[config.mk]
export PLATFORM = sky130hd
export DESIGN_NAME = modexp_param_core_flat
export DESIGN_NICKNAME = d
export VERILOG_FILES = /design/src/rtl/modexp_param_core_if.sv /design/src/rtl/modexp_param_core.sv /design/src/flat_wrapper.sv
export SDC_FILE = /design/constraint.sdc
export NUM_CORES = 2
export LEC_CHECK = 0
export ABC_AREA = 1
export ABC_CLOCK_PERIOD_IN_PS = 43300
export BUFFER_PORTS_ARGS = -buffer_cell sky130_fd_sc_hd__buf_4
export CORE_MARGIN = 1
export CORE_UTILIZATION = 56
export CTS_BUF_LIST = sky130_fd_sc_hd__clkbuf_2
export CTS_CLUSTER_SIZE = 40
export DETAILED_ROUTE_END_ITERATION = 8
export GPL_TIMING_DRIVEN = 0
export PLACE_DENSITY = 0.73
export SYNTH_ARGS = -nofsm -noshare
export SYNTH_HDL_FRONTEND = slang
export SYNTH_SLANG_ARGS = --single-unit
[constraint.sdc]
create_clock -name clk_i -period 43.3 [get_ports clk_i]
set_input_delay 0 -clock clk_i [delete_from_list [all_inputs] [get_ports clk_i]]
set_output_delay 0 -clock clk_i [all_outputs]
set_load 0.005 [all_outputs]
[src/rtl/modexp_param_core_if.sv]
// Operand/result handshake bundle for modexp_param_core: operands in on in_valid_i/in_ready_o,
// result out on out_valid_o/out_ready_i with err_o qualifying res_o.
interface modexp_param_core_if #(
  parameter int WIDTH = 64
);
  logic             in_valid_i;
  logic             in_ready_o;
  logic [WIDTH-1:0] msg_i;
  logic [WIDTH-1:0] exp_i;
  logic [WIDTH-1:0] mod_i;
  logic             out_valid_o;
  logic             out_ready_i;
  logic [WIDTH-1:0] res_o;
  logic             err_o;
  logic             busy_o;

  modport master (
    output in_valid_i, msg_i, exp_i, mod_i, out_ready_i,
    input  in_ready_o, out_valid_o, res_o, err_o, busy_o
  );

  modport slave (
    input  in_valid_i, msg_i, exp_i, mod_i, out_ready_i,
    output in_ready_o, out_valid_o, res_o, err_o, busy_o
  );
endinterface

[src/rtl/modexp_param_core.sv]
// msg^exp mod mod via right-to-left square-and-multiply on two bit-serial multipliers; result after WIDTH*(1+N)
// cycles (1 cycle for mod==0) and held until out_ready_i. MODEXP_CONST_TIME_EN forces N=WIDTH for every modulus.
module modexp_param_core #(
  parameter int WIDTH = 64
) (
  input  logic               clk_i,
  input  logic               rst_i,
  modexp_param_core_if.slave bus
);
  localparam int CNT_W = $clog2(WIDTH + 1);

  typedef enum logic [1:0] {IDLE, REDUCE, EXP, DONE} state_t;
  state_t state, state_nxt;

  logic [WIDTH-1:0] m_q, e_q, sa_q, sb_q, pa_q, pb_q, base_q, result_q, res_q;
  logic [WIDTH-1:0] pa_nxt, pb_nxt, one, mul_b, res_new;
  logic [CNT_W-1:0] cnt_q;
  logic             err_q, m_zero, last_step, exp_none, exp_done;
  logic             in_ready, out_valid, busy;
`ifdef MODEXP_CONST_TIME_EN
  logic [CNT_W-1:0] iter_q;
`endif

  // One MSB-first interleaved step; the extra top bit absorbs 2P and T+b before reduction.
  function automatic logic [WIDTH-1:0] mm_step(input logic [WIDTH-1:0] p, input logic abit,
                                               input logic [WIDTH-1:0] b, input logic [WIDTH-1:0] m);
    logic [WIDTH:0] t;
    logic [WIDTH:0] mx;
    mx = {1'b0, m};
    t  = {p, 1'b0};
    if (t >= mx) t = t - mx;
    if (abit) begin
      t = t + {1'b0, b};
      if (t >= mx) t = t - mx;
    end
    return t[WIDTH-1:0];
  endfunction

  assign m_zero    = (m_q == '0);
  assign one       = {{(WIDTH-1){1'b0}}, (m_q != WIDTH'(1))};
  assign last_step = (cnt_q == CNT_W'(WIDTH - 1));
  assign mul_b     = (state == REDUCE) ? one : base_q;
  assign pa_nxt    = mm_step(pa_q, sa_q[WIDTH-1], mul_b, m_q);
  assign pb_nxt    = mm_step(pb_q, sb_q[WIDTH-1], base_q, m_q);
  assign res_new   = e_q[0] ? pa_nxt : result_q;

`ifdef MODEXP_CONST_TIME_EN
  assign exp_none = 1'b0;
  assign exp_done = (iter_q == CNT_W'(WIDTH - 1));
`else
  assign exp_none = (e_q == '0);
  assign exp_done = (e_q[WIDTH-1:1] == '0);
`endif

  always_ff @(posedge clk_i or posedge rst_i) begin
    if (rst_i) state <= IDLE;
    else       state <= state_nxt;
  end

  always_comb begin
    state_nxt = state;
    in_ready  = 1'b0;
    out_valid = 1'b0;
    busy      = 1'b1;
    case (state)
      IDLE: begin
        in_ready = 1'b1;
        busy     = 1'b0;
        if (bus.in_valid_i) state_nxt = REDUCE;
      end
      REDUCE: begin
        if (m_zero)         state_nxt = DONE;
        else if (last_step) state_nxt = exp_none ? DONE : EXP;
      end
      EXP: begin
        if (last_step && exp_done) state_nxt = DONE;
      end
      DONE: begin
        out_valid = 1'b1;
        if (bus.out_ready_i) state_nxt = IDLE;
      end
      default: state_nxt = IDLE;
    endcase
  end

  always_ff @(posedge clk_i or posedge rst_i) begin
    if (rst_i) begin
      m_q      <= '0;
      e_q      <= '0;
      sa_q     <= '0;
      sb_q     <= '0;
      pa_q     <= '0;
      pb_q     <= '0;
      base_q   <= '0;
      result_q <= '0;
      res_q    <= '0;
      cnt_q    <= '0;
      err_q    <= 1'b0;
`ifdef MODEXP_CONST_TIME_EN
      iter_q   <= '0;
`endif
    end else begin
      case (state)
        IDLE: begin
          if (bus.in_valid_i) begin
            m_q   <= bus.mod_i;
            e_q   <= bus.exp_i;
            sa_q  <= bus.msg_i;
            pa_q  <= '0;
            cnt_q <= '0;
            err_q <= 1'b0;
          end
        end
        REDUCE: begin
          if (m_zero) begin
            res_q <= '0;
            err_q <= 1'b1;
          end else begin
            pa_q  <= pa_nxt;
            sa_q  <= sa_q << 1;
            cnt_q <= cnt_q + CNT_W'(1);
            if (last_step) begin
              // Reduced base feeds both multipliers; result starts at one.
              base_q   <= pa_nxt;
              result_q <= one;
              res_q    <= one;
              pa_q     <= '0;
              pb_q     <= '0;
              sa_q     <= one;
              sb_q     <= pa_nxt;
              cnt_q    <= '0;
`ifdef MODEXP_CONST_TIME_EN
              iter_q   <= '0;
`endif
            end
          end
        end
        EXP: begin
          pb_q  <= pb_nxt;
          sb_q  <= sb_q << 1;
          cnt_q <= cnt_q + CNT_W'(1);
`ifdef MODEXP_CONST_TIME_EN
          pa_q  <= pa_nxt;
          sa_q  <= sa_q << 1;
`else
          if (e_q[0]) begin
            pa_q <= pa_nxt;
            sa_q <= sa_q << 1;
          end
`endif
          if (last_step) begin
            result_q <= res_new;
            res_q    <= res_new;
            base_q   <= pb_nxt;
            e_q      <= e_q >> 1;
            pa_q     <= '0;
            pb_q     <= '0;
            sa_q     <= res_new;
            sb_q     <= pb_nxt;
            cnt_q    <= '0;
`ifdef MODEXP_CONST_TIME_EN
            iter_q   <= iter_q + CNT_W'(1);
`endif
          end
        end
        default: ;
      endcase
    end
  end

  assign bus.in_ready_o  = in_ready;
  assign bus.out_valid_o = out_valid;
  assign bus.busy_o      = busy;
  assign bus.res_o       = res_q;
  assign bus.err_o       = err_q;
endmodule

[src/flat_wrapper.sv]
// flat-port wrapper written by rule: the top's interface ports become plain ports
module modexp_param_core_flat 
#(
  parameter int WIDTH = 64
)
  (clk_i, rst_i, bus_in_valid_i, bus_msg_i, bus_exp_i, bus_mod_i, bus_out_ready_i, bus_in_ready_o, bus_out_valid_o, bus_res_o, bus_err_o, bus_busy_o);
  modexp_param_core_if #(.WIDTH(WIDTH)) bus_i ();
  input  logic clk_i;
  input  logic rst_i;
  input wire logic [$bits(bus_i.in_valid_i)-1:0] bus_in_valid_i;
  input wire logic [$bits(bus_i.msg_i)-1:0] bus_msg_i;
  input wire logic [$bits(bus_i.exp_i)-1:0] bus_exp_i;
  input wire logic [$bits(bus_i.mod_i)-1:0] bus_mod_i;
  input wire logic [$bits(bus_i.out_ready_i)-1:0] bus_out_ready_i;
  output wire logic [$bits(bus_i.in_ready_o)-1:0] bus_in_ready_o;
  output wire logic [$bits(bus_i.out_valid_o)-1:0] bus_out_valid_o;
  output wire logic [$bits(bus_i.res_o)-1:0] bus_res_o;
  output wire logic [$bits(bus_i.err_o)-1:0] bus_err_o;
  output wire logic [$bits(bus_i.busy_o)-1:0] bus_busy_o;
  assign bus_i.in_valid_i = bus_in_valid_i;
  assign bus_i.msg_i = bus_msg_i;
  assign bus_i.exp_i = bus_exp_i;
  assign bus_i.mod_i = bus_mod_i;
  assign bus_i.out_ready_i = bus_out_ready_i;
  assign bus_in_ready_o = bus_i.in_ready_o;
  assign bus_out_valid_o = bus_i.out_valid_o;
  assign bus_res_o = bus_i.res_o;
  assign bus_err_o = bus_i.err_o;
  assign bus_busy_o = bus_i.busy_o;
  modexp_param_core #(.WIDTH(WIDTH)) u_core (.clk_i(clk_i), .rst_i(rst_i), .bus(bus_i));
endmodule
==> results of run 1 <==
[cell families after synthesis]
group / count (synthesis) / synth area share
AND/OR/NAND/NOR: 4916 / 0.347
flip-flops: 586 / 0.241
adder cells (fa/ha/maj): 395 / 0.0819
buffers and inverters: 1717 / 0.111
AO/OA/AOI/OAI: 1934 / 0.176
XOR/XNOR: 299 / 0.0430
multiplexers: 2 / 0.000329
[per-stage QoR]
stage | setup WS, ns | cells | util | hold WS, ns
after floorplan | 26.90 | 9849 | - | 0.150
after global placement | 20.66 | 11500 | 0.601 | 0.245
after detailed placement | 32.70 | 11500 | 0.603 | 0.0340
after CTS | 32.67 | 12500 | 0.678 | 0.00366
[layer usage]
metal / global-route usage / GRT overflow
met2: 0.813 / 1
met5: 0.309 / 0
met4: 0.605 / 0
met3: 0.613 / 0
met1: 0.799 / 0
==> metrics.md, run 1 <==
| Metric | Value |
|---|---|
| Vias in the first global route | `around 85000` |
| Clock Sinks | `just under 600` |
| H-tree depth | `4` |
| Clk buf depth | `3` |
| CTS buffer count | `160` |
| Cell Area, Synth | `60900 µm²` |
| Count of cell types in the netlist | `59` |
| GPL Wtd Cong | `1.34` |
| Status | `did not finish` |
| YS warnings | `0` |
| Root buf cell | `clkbuf_2` |
| Cells after synthesis | `between 9000 and 10000` |
| Run Error | `[ERROR GRT-0116] Global routing finished with congestion. Check the congestion regions in the DRC Viewer.` |
| Die Ht | `about 330 µm` |
| Area contributors post-synth | `dfrtp_1 24%, nand2_1 15%, inv_1 8.5%` |
| Post-Syn Nets | `around 10000` |
| Failed at | `global routing (5_1_grt)` |
| First-pass GRT wire length | `580000 µm` |
| Post-synth EDFFs | `0` |
| Avg Synthesized Cell Area | `6.18 µm²` |
| CTS Hold Bufs | `664` |
| Placed Area | `64800 µm²` |
| Top-count cell post-synth | `nand2_1` |
| Detail Placement HPWL | `262000 µm` |
| Total global routing overflow | `1` |
| Register area share after synthesis | `0.241` |
| Area leader, netlist | `dfrtp_1` |
| Post-CTS sizing | `0` |
| Total track usage | `0.723` |
| Top-area cell type share of the netlist area | `0.241` |
| Main flop type after synthesis | `dfrtp_1` |
| Die width | `332 µm` |
| Synth async-reset ratio | `1.00` |
| Largest net degree at the start of global routing | `127` |
| Top cells by count, synth | `2392 x nand2_1, 1379 x inv_1, 1074 x nor2_1` |
| Io pins | `264` |
| Rows | `120` |
| Yosys reg bits | `586` |
| Initial Utilization | `0.567` |
| IO buf count | `263` |
| Post-CTS Setup Bufs | `0` |
==> inputs of run 2 (changes only) <==
--- a/config.mk
+++ b/config.mk
@@ -9,12 +9,10 @@
 export ABC_CLOCK_PERIOD_IN_PS = 43300
 export BUFFER_PORTS_ARGS = -buffer_cell sky130_fd_sc_hd__buf_4
 export CORE_MARGIN = 1
-export CORE_UTILIZATION = 56
-export CTS_BUF_LIST = sky130_fd_sc_hd__clkbuf_2
-export CTS_CLUSTER_SIZE = 40
+export CORE_UTILIZATION = 40
 export DETAILED_ROUTE_END_ITERATION = 8
 export GPL_TIMING_DRIVEN = 0
-export PLACE_DENSITY = 0.73
+export PLACE_DENSITY_LB_ADDON = 0.15
 export SYNTH_ARGS = -nofsm -noshare
 export SYNTH_HDL_FRONTEND = slang
 export SYNTH_SLANG_ARGS = --single-unit
==> run 2 against run 1 <==
Net effect:
- the flow now finishes, with violations (capacitance limit, slew limit)
- synthesized cell count is the same
- synthesized area is the same
==> metrics.md, run 2 <==
| Metric | Value |
|---|---|
| Count of cell types in the netlist | `59 (unchanged)` |
| Cells after synthesis | `9849 (unchanged)` |
| Startpoint Class | `register` |
| Clock Skews | `around 0.070 ns` |
| Setup CP Type | `reg2reg` |
| Clk slew on worst S/H paths | `~0.06 ns` |
| Largest net degree at the start of global routing | `122` |
| Clk buf depth | `3 (unchanged)` |
| Register area share after synthesis | `0.241 (unchanged)` |
| H-tree depth | `3 (-1)` |
| Post-Syn Nets | `10400 (unchanged)` |
| Relative slew margins | `-0.0552` |
| Top cells by count, synth | `2392 x nand2_1, 1379 x inv_1, 1074 x nor2_1` |
| Failing checks | `capacitance limit, slew limit` |
| Top-count cell post-synth | `nand2_1` |
| DR DRC count | `0` |
| Area contributors post-synth | `dfrtp_1 24%, nand2_1 15%, inv_1 8.5%` |
| Met2 Resource Use GR | `0.605` |
| Worst slew pin tran | `between 1.5 and 2 ns` |
| Initial Utilization | `0.405 (-0.162)` |
| Total track usage | `0.459` |
| Most common cell after layout, fill and taps aside | `nand2_1` |
| Rows | `142 (+18%)` |
| IO buf count | `263 (unchanged)` |
| Met3 usage | `0.180` |
| Register area | `around 15000 µm²` |
| YS warnings | `0 (unchanged)` |
| Fin Setup TNS | `0 ns` |
| Worst EP required | `43.86 ns` |
| Multi-input gate area | `39500 µm²` |
| CP Data Arrival Time | `13.70 ns` |
| Nets | `11000` |
| Grt met1 use | `0.634` |
| Worst Hold Class | `in2reg` |
| GPL Wtd Cong | `1.18 (-12%)` |
| Top-area cell type share of the netlist area | `0.241 (unchanged)` |
| Drt wl/cell | `between 20 and 30 µm` |
| Main flop type after synthesis | `dfrtp_1` |
| Final hold vios | `0` |
| Status | `complete, but fails checks` |
| Fmax achieved | `76.1 MHz` |
| Core ar. | `150000 µm²` |
| Gr busiest metal | `met1` |
| Via-to-Cell Ratio | `between 5 and 6` |
| Final setup viols | `0` |
| Crit end category | `register` |
| Routed Antenna Nets | `0` |
| Die area | `154000 µm²` |
| Initial antenna violation count | `29` |
| 1st-pass router iterations | `7` |
| Post-Synth XOR/XNOR Area | `0.0430 (unchanged)` |
| Most used cell, CP | `nand2_1` |
| Via Count | `between 70000 and 80000` |
| Hold_sp | `bus_exp_i[35]` |
| Die width | `392 µm (+18%)` |
| Post-synth EDFFs | `0 (unchanged)` |
| Critical path launch point | `u_core.m_q[33]` |
| Cell Area, Synth | `60900 µm² (unchanged)` |
| Synth async-reset ratio | `1.00 (unchanged)` |
| Root buf cell | `clkbuf_16` |
| Clock Sinks | `586 (unchanged)` |
| Io pins | `264 (unchanged)` |
| Crit-path slowest cell | `nor4_2` |
| Most frequent cells in the layout | `2392 x nand2_1, 1378 x inv_1, 1072 x nor2_1` |
| CTS buffer count | `72 (-55%)` |
| Layout filler cell count | `approximately 16000` |
| Clock Latency Late Sink | `0.72 ns` |
| RSZ-0062 raised after global routing | `false` |
| FF-to-FF Start | `u_core.m_q[33]` |
| Post-Synth Adder-Cell Area | `0.0819 (unchanged)` |
| Area leader, netlist | `dfrtp_1` |
| Multiplexer area fraction after synthesis | `0.000329 (unchanged)` |
| Yosys reg bits | `586 (unchanged)` |
| Iter 0 DRT Violations | `about 11000` |
| Post-synthesis compound-gate area fraction | `0.176 (unchanged)` |
| Fin. max-slew vios | `22` |
| First-pass GRT wire length | `about 500000 µm` |
| Crit path time final | `13.14 ns` |
| Final Cycle Share | `0.304` |
| Simple-Gate Fraction of Synth Area | `0.347 (unchanged)` |
| Critical path's largest stage delay | `about 0.96 ns` |
| Largest family of logic cells by synthesized area | `simple AND/OR/NAND/NOR gates` |
| Total Routed Length | `approximately 360000 µm` |
| Vias in the first global route | `67500` |
| Crit Path Max Fanout | `10` |
| Detail Placement HPWL | `308000 µm (+18%)` |
| Area growth syn-to-layout | `15.0%` |
| Number of max-cap violations | `2` |
| Total global routing overflow | `0` |
| Avg Synthesized Cell Area | `6.18 µm² (unchanged)` |
| CTS tree | `yes` |
| Die Ht | `392 µm (+18%)` |
| Fraction of layout cells with a size suffix above 1 | `0.0711` |
[run 2: cell counts after synthesis]
Identical to the previous run, type by type.
[run 2: worst max-delay path: cells and delay by family, from the launching register on]
family	cells	cell delay (ns)
adders and majority gates	4	1.28
and+or+nand+nor	31	7.48
buffers and inverters	12	2.21
DFF	1	0.38
AOI/OAI and AO/OA	4	1.51
[run 2: metal layers]
layer,up-vias,share of wire
li1,33300,-
met1,35100,0.42
met2,4844,0.37
met3,804,0.15
met4,12,0.061
met5,-,0.00028
[run 2: final cells by class]
type	count	area share
diodes	24	0.000857
clock inverters	28	0.00572
inverters	1396	0.0749
multi-input cells	7546	0.564
flip-flops and latches	586	0.209
plain buffers	321	0.0215
well taps	2016	0.0360
repair buffers	468	0.0586
clock buffers	98	0.0291
[run 2: metrics by stage]
stage               std cells  setup WS (ns)  instance area (µm²)  hold slack, ns   util
global placement        12100          19.58                65400           0.245  0.435
finish                  12500          30.16                70100          0.0843  0.466
CTS                     12500          31.42                70000          0.0664  0.465
global route            12500          30.40                70000           0.111  0.465
floorplan                9849          26.90                60900           0.150      -
detailed placement      12100          31.53                65600          0.0887  0.436
[run 2: logic make-up (layout without fill, tap and decap cells)]
group / after synthesis / in the layout
simple gates: 4916 / 4916
compound gates: 1934 / 1934
buf+inv: 1717 / 2311
flops: 586 / 586
fa+ha+maj: 395 / 395
xor+xnor: 299 / 299
mux: 2 / 2
other cells: 0 / 24
[run 2: final timing paths]
kind | to | slack [ns] | cells after the start
max in group asynchronous | u_core.pb_q[55] | 40.57 | 7
setup / recovery | u_core.sb_q[63] | 30.16 | 51
setup reg to reg | u_core.sb_q[63] | 30.16 | 51
hold reg to reg | u_core.sa_q[11] | 0.48 | 2
min in group asynchronous | u_core.m_q[18] | 0.55 | 4
hold / removal | u_core.e_q[35] | 0.08 | 4
[run 2: timing repair]
item	CTS	global route
hold buffers	196	0
hold endpoints to repair	565	0
buffers inserted	0	0
gates resized for setup	0	0
Power of run 2 is left out: the tool's default activity adds up to more than one toggle a clock period on the data nets, which glitch-free logic cannot reach.
